==> src/rtl/a78_pkg.sv <==
// Shared A78 cartridge definitions: header byte offsets, the "ATARI" magic
// and the loader state encoding.
package a78_pkg;
  localparam int MAGIC_LO = 1;
  localparam int MAGIC_HI = 5;
  localparam int SIZE_B0  = 49;
  localparam int FLAGS_HI = 53;
  localparam int FLAGS_LO = 54;
  localparam int JOY0     = 55;
  localparam int JOY1     = 56;
  localparam int REGION   = 57;
  localparam int SAVE     = 58;

  localparam logic [39:0] MAGIC = "ATARI";

  typedef enum logic [1:0] {IDLE, HEADER, BODY, FINISH} load_state_e;

  // Magic character expected at a header offset in MAGIC_LO..MAGIC_HI.
  function automatic logic [7:0] magic_byte(input int offset);
    return MAGIC[8*(MAGIC_HI - offset) +: 8];
  endfunction
endpackage

==> src/rtl/a78_hdr_parse.sv <==
// A78 header capture: magic match and descriptor fields, written by any
// accepted byte below HDR_LEN. hdr_size exists only with A78_HDR_SIZE_EN.
module a78_hdr_parse
  import a78_pkg::*;
#(
  parameter int HDR_LEN = 128
) (
  input  logic        clk_sys,
  input  logic        reset,
  input  logic        clear,
  input  logic        wr,
  input  logic [24:0] addr,
  input  logic [7:0]  data,
  output logic        is_7800,
  output logic [15:0] flags,
  output logic [7:0]  joy0_type,
  output logic [7:0]  joy1_type,
  output logic [7:0]  region,
  output logic [7:0]  save
`ifdef A78_HDR_SIZE_EN
  ,
  output logic [31:0] hdr_size
`endif
);
  localparam logic [24:0] HDR_L = 25'(HDR_LEN);

  logic [4:0] match;
  logic [4:0] match_next;
  logic       hdr_wr;

  assign hdr_wr = wr && (addr < HDR_L);

  // A clear and a capture in the same cycle keep the captured byte.
  always_comb begin
    match_next = clear ? 5'd0 : match;
    for (int i = 0; i < 5; i++) begin
      if (hdr_wr && (addr == 25'(MAGIC_LO + i)))
        match_next[i] = (data == magic_byte(MAGIC_LO + i));
    end
  end

  always_ff @(posedge clk_sys) begin
    if (reset) begin
      match     <= '0;
      is_7800   <= 1'b0;
      flags     <= '0;
      joy0_type <= '0;
      joy1_type <= '0;
      region    <= '0;
      save      <= '0;
    end else begin
      match   <= match_next;
      is_7800 <= &match_next;
      if (clear) begin
        flags     <= '0;
        joy0_type <= '0;
        joy1_type <= '0;
        region    <= '0;
        save      <= '0;
      end
      if (hdr_wr) begin
        case (addr)
          25'(FLAGS_HI): flags[15:8] <= data;
          25'(FLAGS_LO): flags[7:0]  <= data;
          25'(JOY0):     joy0_type   <= data;
          25'(JOY1):     joy1_type   <= data;
          25'(REGION):   region      <= data;
          25'(SAVE):     save        <= data;
          default: ;
        endcase
      end
    end
  end

`ifdef A78_HDR_SIZE_EN
  // Declared ROM size, stored big-endian in the header.
  always_ff @(posedge clk_sys) begin
    if (reset) begin
      hdr_size <= '0;
    end else begin
      if (clear) hdr_size <= '0;
      if (hdr_wr) begin
        case (addr)
          25'(SIZE_B0):     hdr_size[31:24] <= data;
          25'(SIZE_B0 + 1): hdr_size[23:16] <= data;
          25'(SIZE_B0 + 2): hdr_size[15:8]  <= data;
          25'(SIZE_B0 + 3): hdr_size[7:0]   <= data;
          default: ;
        endcase
      end
    end
  end
`endif
endmodule

==> src/rtl/a78_cart_loader.sv <==
// Cart download front end: ioctl byte stream to header-stripped cart RAM writes,
// final size and power-on release. A78_HDR_SIZE_EN clamps size to the header value.
module a78_cart_loader
  import a78_pkg::*;
#(
  parameter int ADDR_W  = 18,
  parameter int HDR_LEN = 128
) (
  input  logic              clk_sys,
  input  logic              reset,
  input  logic              ioctl_download,
  input  logic [7:0]        ioctl_index,
  input  logic [24:0]       ioctl_addr,
  input  logic [7:0]        ioctl_dout,
  input  logic              ioctl_wr,
  output logic [ADDR_W-1:0] mem_addr,
  output logic [7:0]        mem_data,
  output logic              mem_we,
  output logic              cart_is_7800,
  output logic [15:0]       cart_flags,
  output logic [7:0]        joy0_type,
  output logic [7:0]        joy1_type,
  output logic [7:0]        cart_region,
  output logic [7:0]        cart_save,
  output logic [31:0]       cart_size,
  output logic              overflow,
  output logic              load_done,
  output logic              run_en,
  output load_state_e       load_state
);
  localparam logic [24:0] HDR_L    = 25'(HDR_LEN);
  localparam logic [25:0] ADDR_LIM = 26'(1) << ADDR_W;

  load_state_e state;
  load_state_e state_next;
  logic        cart_dl;
  logic        hold;
  logic        accept;
  logic        enter_hdr;
  logic        finishing;
  logic        drop;
  logic [24:0] off_addr;
  logic [24:0] last_addr;
  logic        seen;
  logic [31:0] total;
  logic [31:0] hdr_sub;
  logic [31:0] size_calc;
  logic [31:0] size_next;
`ifdef A78_HDR_SIZE_EN
  logic [31:0] hdr_size;
`endif

  assign cart_dl    = ioctl_download && (ioctl_index != 8'd0);
  assign load_state = state;

  // hold blocks a download that was already running across reset until it drops.
  // Writes pass on the rising-edge cycle and on the falling-edge cycle too.
  assign accept = ioctl_wr && (ioctl_index != 8'd0) &&
                  ((state == HEADER) || (state == BODY) || (ioctl_download && !hold));

  always_ff @(posedge clk_sys) begin
    if (reset) state <= IDLE;
    else       state <= state_next;
  end

  always_comb begin
    state_next = state;
    case (state)
      IDLE:    if (cart_dl && !hold) state_next = HEADER;
      HEADER: begin
        if (!cart_dl)                               state_next = FINISH;
        else if (accept && (ioctl_addr >= HDR_L))   state_next = BODY;
      end
      BODY:    if (!cart_dl) state_next = FINISH;
      FINISH:  state_next = IDLE;
      default: state_next = IDLE;
    endcase
  end

  always_comb begin
    enter_hdr = (state == IDLE) && cart_dl && !hold;
    finishing = (state == FINISH);
    off_addr  = (cart_is_7800 && (ioctl_addr >= HDR_L)) ? (ioctl_addr - HDR_L) : ioctl_addr;
    drop      = ({1'b0, off_addr} >= ADDR_LIM);
    total     = {7'd0, last_addr} + 32'd1;
    hdr_sub   = cart_is_7800 ? 32'(HDR_LEN) : 32'd0;
    size_calc = (seen && (total > hdr_sub)) ? (total - hdr_sub) : 32'd0;
    size_next = size_calc;
`ifdef A78_HDR_SIZE_EN
    if (cart_is_7800 && (hdr_size != 32'd0) && (hdr_size < size_calc)) size_next = hdr_size;
`endif
  end

  always_ff @(posedge clk_sys) begin
    if (reset) begin
      hold      <= cart_dl;
      mem_addr  <= '0;
      mem_data  <= '0;
      mem_we    <= 1'b0;
      overflow  <= 1'b0;
      last_addr <= '0;
      seen      <= 1'b0;
      cart_size <= '0;
      load_done <= 1'b0;
      run_en    <= 1'b0;
    end else begin
      if (!cart_dl) hold <= 1'b0;
      mem_we <= accept && !drop;
      if (accept && !drop) begin
        mem_addr <= off_addr[ADDR_W-1:0];
        mem_data <= ioctl_dout;
      end
      if (enter_hdr) begin
        overflow  <= 1'b0;
        last_addr <= '0;
        seen      <= 1'b0;
      end
      if (accept) begin
        last_addr <= ioctl_addr;
        seen      <= 1'b1;
        if (drop) overflow <= 1'b1;
      end
      load_done <= finishing;
      if (finishing) begin
        cart_size <= size_next;
        run_en    <= 1'b1;
      end
    end
  end

  a78_hdr_parse #(.HDR_LEN(HDR_LEN)) u_hdr (
    .clk_sys   (clk_sys),
    .reset     (reset),
    .clear     (enter_hdr),
    .wr        (accept),
    .addr      (ioctl_addr),
    .data      (ioctl_dout),
    .is_7800   (cart_is_7800),
    .flags     (cart_flags),
    .joy0_type (joy0_type),
    .joy1_type (joy1_type),
    .region    (cart_region),
    .save      (cart_save)
`ifdef A78_HDR_SIZE_EN
    ,
    .hdr_size  (hdr_size)
`endif
  );
endmodule

==> config.mk <==
export PLATFORM = sky130hd
export DESIGN_NAME = a78_cart_loader
export DESIGN_NICKNAME = d
export VERILOG_FILES = /design/src/rtl/a78_pkg.sv /design/src/rtl/a78_hdr_parse.sv /design/src/rtl/a78_cart_loader.sv
export SDC_FILE = /design/constraint.sdc
export NUM_CORES = 1
export LEC_CHECK = 0
export BUFFER_PORTS_ARGS = -buffer_cell sky130_fd_sc_hd__buf_2
export CORE_MARGIN = 2
export CORE_UTILIZATION = 27
export DETAILED_ROUTE_END_ITERATION = 10
export GPL_TIMING_DRIVEN = 0
export PLACE_DENSITY_LB_ADDON = 0.05
export SYNTH_ARGS = -nofsm -noshare
export SYNTH_HDL_FRONTEND = slang
export SYNTH_SLANG_ARGS = --single-unit
export TNS_END_PERCENT = 30
==> constraint.sdc <==
create_clock -name clk_sys -period 3.3 [get_ports clk_sys]
set_input_delay 0.495 -clock clk_sys [delete_from_list [all_inputs] [get_ports clk_sys]]
set_output_delay 0.495 -clock clk_sys [all_outputs]
set_load 0.02 [all_outputs]
Yosys cells after proc, flatten, opt, wreduce, memory -nomap -nowiden --
Cells that the tools add are included.
Operators by class: add/sub/neg operators 3, reductions and logical operators 26, equality and inequality tests 22, order comparisons 4, multiplexer cells 39
Operator list (number):
- $eq A25 B6 Y1 const B | 6
- $mux W8 | 15
- $mux W25 | 3
- $eq A25 B2 Y1 const B | 2
- $eq A25 B3 Y1 const B | 2
- $eq A8 B7 Y1 const B | 4
- $mux W16 | 2
- $mux W32 | 1
- $sub A26 B8 Y27 | 1
- $add A25 B1 Y26 const B | 1
- $gt A26 B8 Y1 | 1
- $eq A25 B1 Y1 const B | 1
- $ge A25 B19 Y1 const B | 1
- $ge A25 B8 Y1 const B | 1
- $lt A25 B8 Y1 const B | 1
- $sub A25 B8 Y25 const B | 1
- $logic_and A1 B1 Y1 | 17
- $mux W1 | 12
- $mux W2 | 4
- $pmux W2 S4 | 1
- $reduce_bool A8 Y1 | 1
- $ne A2 B2 Y1 const B | 3
- $mux W5 | 1
- $reduce_and A5 Y1 | 1
- 8 further kinds | 11
Word-level totals: register bits 145, input bits 45, logic and storage cells 112, output and inout bits 113

Depth between registers and ports, before layout --
depth after elaboration 8, mapped depth 15

Hierarchy --
Synthesis repeated with hierarchy kept, for this count alone.
Second synthesis, totals: cells, all modules 897, area total of the unflattened synthesis 7564.8 µm²
Modules (own cells, without submodules):
- a78_cart_loader | cells each 608, sequential area each 1731.7 µm², area an instance 4977.3 µm², times used 1
- a78_hdr_parse | cells each 289, sequential area each 1081.0 µm², area an instance 2587.5 µm², times used 1

Worst setup path before layout --
OpenSTA, ideal clock, no wires.
path kind register -> register, from register last_addr[3], to register cart_size[23], slack 0.298 ns, library setup time 0.117 ns, stages on the path, launching flop included 15, path buffers 2, arrival time 2.885 ns, data required time 3.183 ns, cells stage by stage dfxtp_1 buf_6 and4_4 buf_6 nand4_1 xor2_1 ha_1 ha_1 nand2_1 mux2i_2 nand3_2 or4_1 a22oi_1 xor2_1 a22o_1
On the way: word-level cells in the longest chain between the ends 4
RTL lines:
- from (decl) | RTL line a78_cart_loader.sv:43 | logic [24:0] last_addr;
- from (signal assigned) | RTL line a78_cart_loader.sv:119 | last_addr <= ioctl_addr;
- $add A25 B1 Y26 * | RTL line a78_cart_loader.sv:85 | total = {7'd0, last_addr} + 32'd1;
- $gt A26 B8 Y1 | RTL line a78_cart_loader.sv:87 | size_calc = (seen && (total > hdr_sub)) ? (total - hdr_sub) : 32'd0;
- $logic_and A1 B1 Y1 | RTL line a78_cart_loader.sv:87
- $mux W32 * | RTL line a78_cart_loader.sv:87
- to (signal assigned) | RTL line a78_cart_loader.sv:125 | cart_size <= size_next;
- to (decl) | RTL line a78_cart_loader.sv:25 | output logic [31:0] cart_size,
Mark *: on every way between the ends. The rest lies on a longest branch, timed or not. A chain may end at the register's enable or synchronous reset.

Worst setup path after layout --
from register last_addr[1], to register cart_size[23]
Same word-level chain as after synthesis.

==> metrics.md <==
| Metric | Value |
|---|---|
| Status | complete, no violations |
| Critical Path Slowest Stage Cell | or4_1 |
| Req. time, crit path | 3620 ps |
| Worst min-delay path class | in -> reg |
| Max Cap Viol | 0 |
| Setup TNS | 0 ps |
| Post-synth EDFFs | 1 |
| Hold path cells | 2 |
| Adder-cell area share of the yosys netlist | 1.76% |
| Reg2Reg Setup Slack | 160 ps |
| Register area | 0.00281 sq mm |
| Multi-input logic area | 0.00392 sq mm |
| CTS sink count | 140 |
| RSZ-0062 raised after global routing | true |
| Share of cells above drive strength 1 | 24.3% |
| Row cnt | 59 |
| Drt pass-1 iters | 5 |
| Seq cells post-synth | 140 |
| Highest ir drop seen on vdd | 0.264 mV |
| Port Buf Inserts | 145 |
| Final Max Tran Viols | 0 |
| Critical path data arrival time | 3460 ps |
| Dpl ws | -223 ps |
| Logic pwr share | 19.9% |
| Leak | 3.49 nW |
| Total GRT Usage | 17.4% |
| Fill cells | 2781 |
| Worst hold margin | 334 ps |
| CTS clk-pin slew, worst paths | 60 ps |
| Core area | 0.0259 sq mm |
| RD Place Congestion | 0.790 |
| Crit path max-delay family | simple AND/OR/NAND/NOR gates |
| Max Freq | 318 MHz |
| Worst skew pair latency | 430 ps |
| First-pass GRT wire length | 38.3 mm |
| Max Root-Sink Buffers | 2 |
| Area growth from synthesis to layout | 25.5% |
| Nets@finish | 1075 |
| R2R Path Start | last_addr[1] |
| Mux cell area share after synthesis | 4.10% |
| DRT iter0 DRCs | 400 |
| CP peak stage delay | 480 ps |
| Worst reg2reg path endpoint | cart_size[23] |
| H-Tree Level Count | 4 |
| Async SR Flop Fraction | 0% |
| Post-synthesis sequential area ratio | 39.6% |
| Post-synthesis simple-gate area fraction | 27.9% |
| Critical path cell sequence | and4_4 > buf_6 > nand4_1 > xor2_1 > ha_2 > ha_2 > nand2_1 > mux2i_4 > nand3_4 > or4_1 > a22oi_1 > xor2_1 > a22o_1 |
| Ranking of synthesized cells by area | dfxtp_1, nand3_1, nand2_1 |
| Synthesized instance count | 853 |
| Combinational family with the most area after synthesis | simple AND/OR/NAND/NOR gates |
| Diodes inserted | 0 |
| Largest net degree at the start of global routing | 17 |
| WL/cell | 17.6 um |
| Ys flop type | dfxtp_1 |
| Commonest non-fill, non-tap cell in the layout | buf_2 |
| Clk root buf | clkbuf_16 |
| # DRC | 0 |
| Period utilization | 95.2% |
| P_sw | 1.58 mW |
| Yosys warning count | 0 |
| TritonCTS clock tree | yes |
| Die width | 166 um |
| Post-Route WL | 24.1 mm |
| Initial core utilization | 27.4% |
| Mean Syn Cell Area | 8.33 sq um |
| Complex-gate fraction of the synthesized area | 15.3% |
| Clk_skew | 12.4 ps |
| Crit path time final | 3140 ps |
| Setup-failing EPs final | 0 |
| Syn nets | 908 |
| Min setup slack post-route | 158 ps |
| Via-to-Cell Ratio | 4.84 |
| Clock power share | 42.0% |
| FF-to-FF path depth | 13 |
| Hold buffers post-CTS | 0 |
| Post-route ant nets | 0 |
| Part of the power in registers | 38.0% |
| CP Buf/Inv Count | 1 |
| Startpoint types | flip-flop |
| Vias | 6624 |
| Worst Hold End | load_done |
| Worst Hold Launch | reset |
| Commonest non-fill, non-tap cells in the layout | buf_2, dfxtp_1, nand2_1, nand3_1, a21oi_1 |
| Mapped Area | 0.00710 sq mm |
| Switching portion of total power | 32.9% |
| Number of antenna violations at the first check in global routing | 1 |
| Synth area leader | dfxtp_1 |
| Post-DP HPWL | 18.1 mm |
| Proportion of netlist area held by the largest area contributor | 39.2% |
| Crit end category | flip-flop |
| Synth Area in XOR/XNOR | 5.42% |
| Pwr Total | 4.80 mW |
| Final Hold Viols | 0 |
| Internal Power | 3.22 mW |
| Rel. slew slack | 34.5% |
| Die Height | 166 um |
| TritonCTS buffer count | 17 |
| P per Cell Area | 538 mW/mm^2 |
| Least-Margin Pin Slew | 979 ps |
| Overflow after GRT | 0 |
| I/O Pins | 158 |
| Die Area | 0.0276 sq mm |
| Number of global-route vias before repair | 6409 |
| Max FO, Critical Path | 8 |
| Yosys cell types | 77 |
| CP Class | reg -> reg |
## what timing repair did
action / in CTS / in global routing
gates cloned: 0 / 0
gates resized for setup: 4 / 7
buffers inserted: 0 / 3
endpoints found under the setup margin: 26 / 26
## power by group through the flow
stage | registers, mW | clock network [mW] | logic (mW)
finish | 1.82 | 2.02 | 0.957
global route | 1.83 | 2.12 | 1.07
CTS | 1.82 | 2.06 | 0.953
detailed placement | 1.86 | 0 | 0.948
global placement | 1.86 | 0 | 0.949
floorplan | 1.87 | 0 | 0.631
## Yosys cell counts, types with 5 or more instances
cell / instances
a31oi_1: 9
o22ai_1: 5
xnor2_1: 34
a22o_1: 26
nand4_1: 8
buf_4: 11
clkbuf_1: 41
and3_1: 9
nand3_1: 93
nor2b_1: 5
mux2i_1: 24
inv_1: 13
nor3_1: 19
a211oi_1: 10
buf_2: 13
nand2_1: 113
buf_6: 6
and4_1: 5
nor2_1: 64
or4_1: 7
o21ai_0: 10
a21oi_1: 81
nor4_1: 9
ha_1: 10
xor2_1: 10
dfxtp_1: 139
## flip-flops by register name (all words and copies together), names as in the netlist, 16 cells and up
name	count
mem_addr	18
cart_size	27
last_addr	25
u_hdr.flags	16
## cell type report
class / instances / share of cell area (%)
clock inverters: 15 / 1.95
inverters: 13 / 0.547
clock buffers: 17 / 4.77
plain buffers: 72 / 4.18
multi-input cells: 628 / 43.9
repair buffers: 148 / 8.39
well taps: 335 / 4.70
flip-flops and latches: 140 / 31.6
## per-layer routing
metal  GRT usage, %  part of all wire [%]  vias up  wire [um]
met3           3.62                   4.3       15       1030
li1               -                     -     3376          -
met4           4.05                  0.92        0        221
met5              0                     0        -          0
met2           26.7                    44      157      10700
met1           24.9                    50     3076      12100
## per-stage QoR
step           std cells  area, sq um  utilization, %
5_1_grt             1368         8920            34.4
2_1_floorplan        853         7100               -
3_3_place_gp        1333         8250            31.8
3_5_place_dp        1333         8250            31.8
6_report            1368         8920            34.4
4_1_cts             1365         8870            34.2
## kinds of logic (layout without fill, tap and decap cells)
kind of cell / Yosys count / after routing
compound gates: 167 / 167
xor+xnor: 44 / 44
fa+ha+maj: 10 / 10
buf+inv: 85 / 265
flops: 140 / 140
mux: 28 / 28
simple gates: 379 / 379
## worst max-delay path by stage
stage,start,endpoint,slack (ps),cells past startpoint
after floorplan,last_addr[3],cart_size[23],300,14
after global placement,last_addr[0],cart_size[10],-230,14
after detailed placement,last_addr[0],cart_size[8],-220,14
after CTS,last_addr[1],cart_size[23],3,13
after global routing,last_addr[2],cart_size[23],-40,14
final,last_addr[1],cart_size[23],160,13
(Power assumes the default switching activity.)
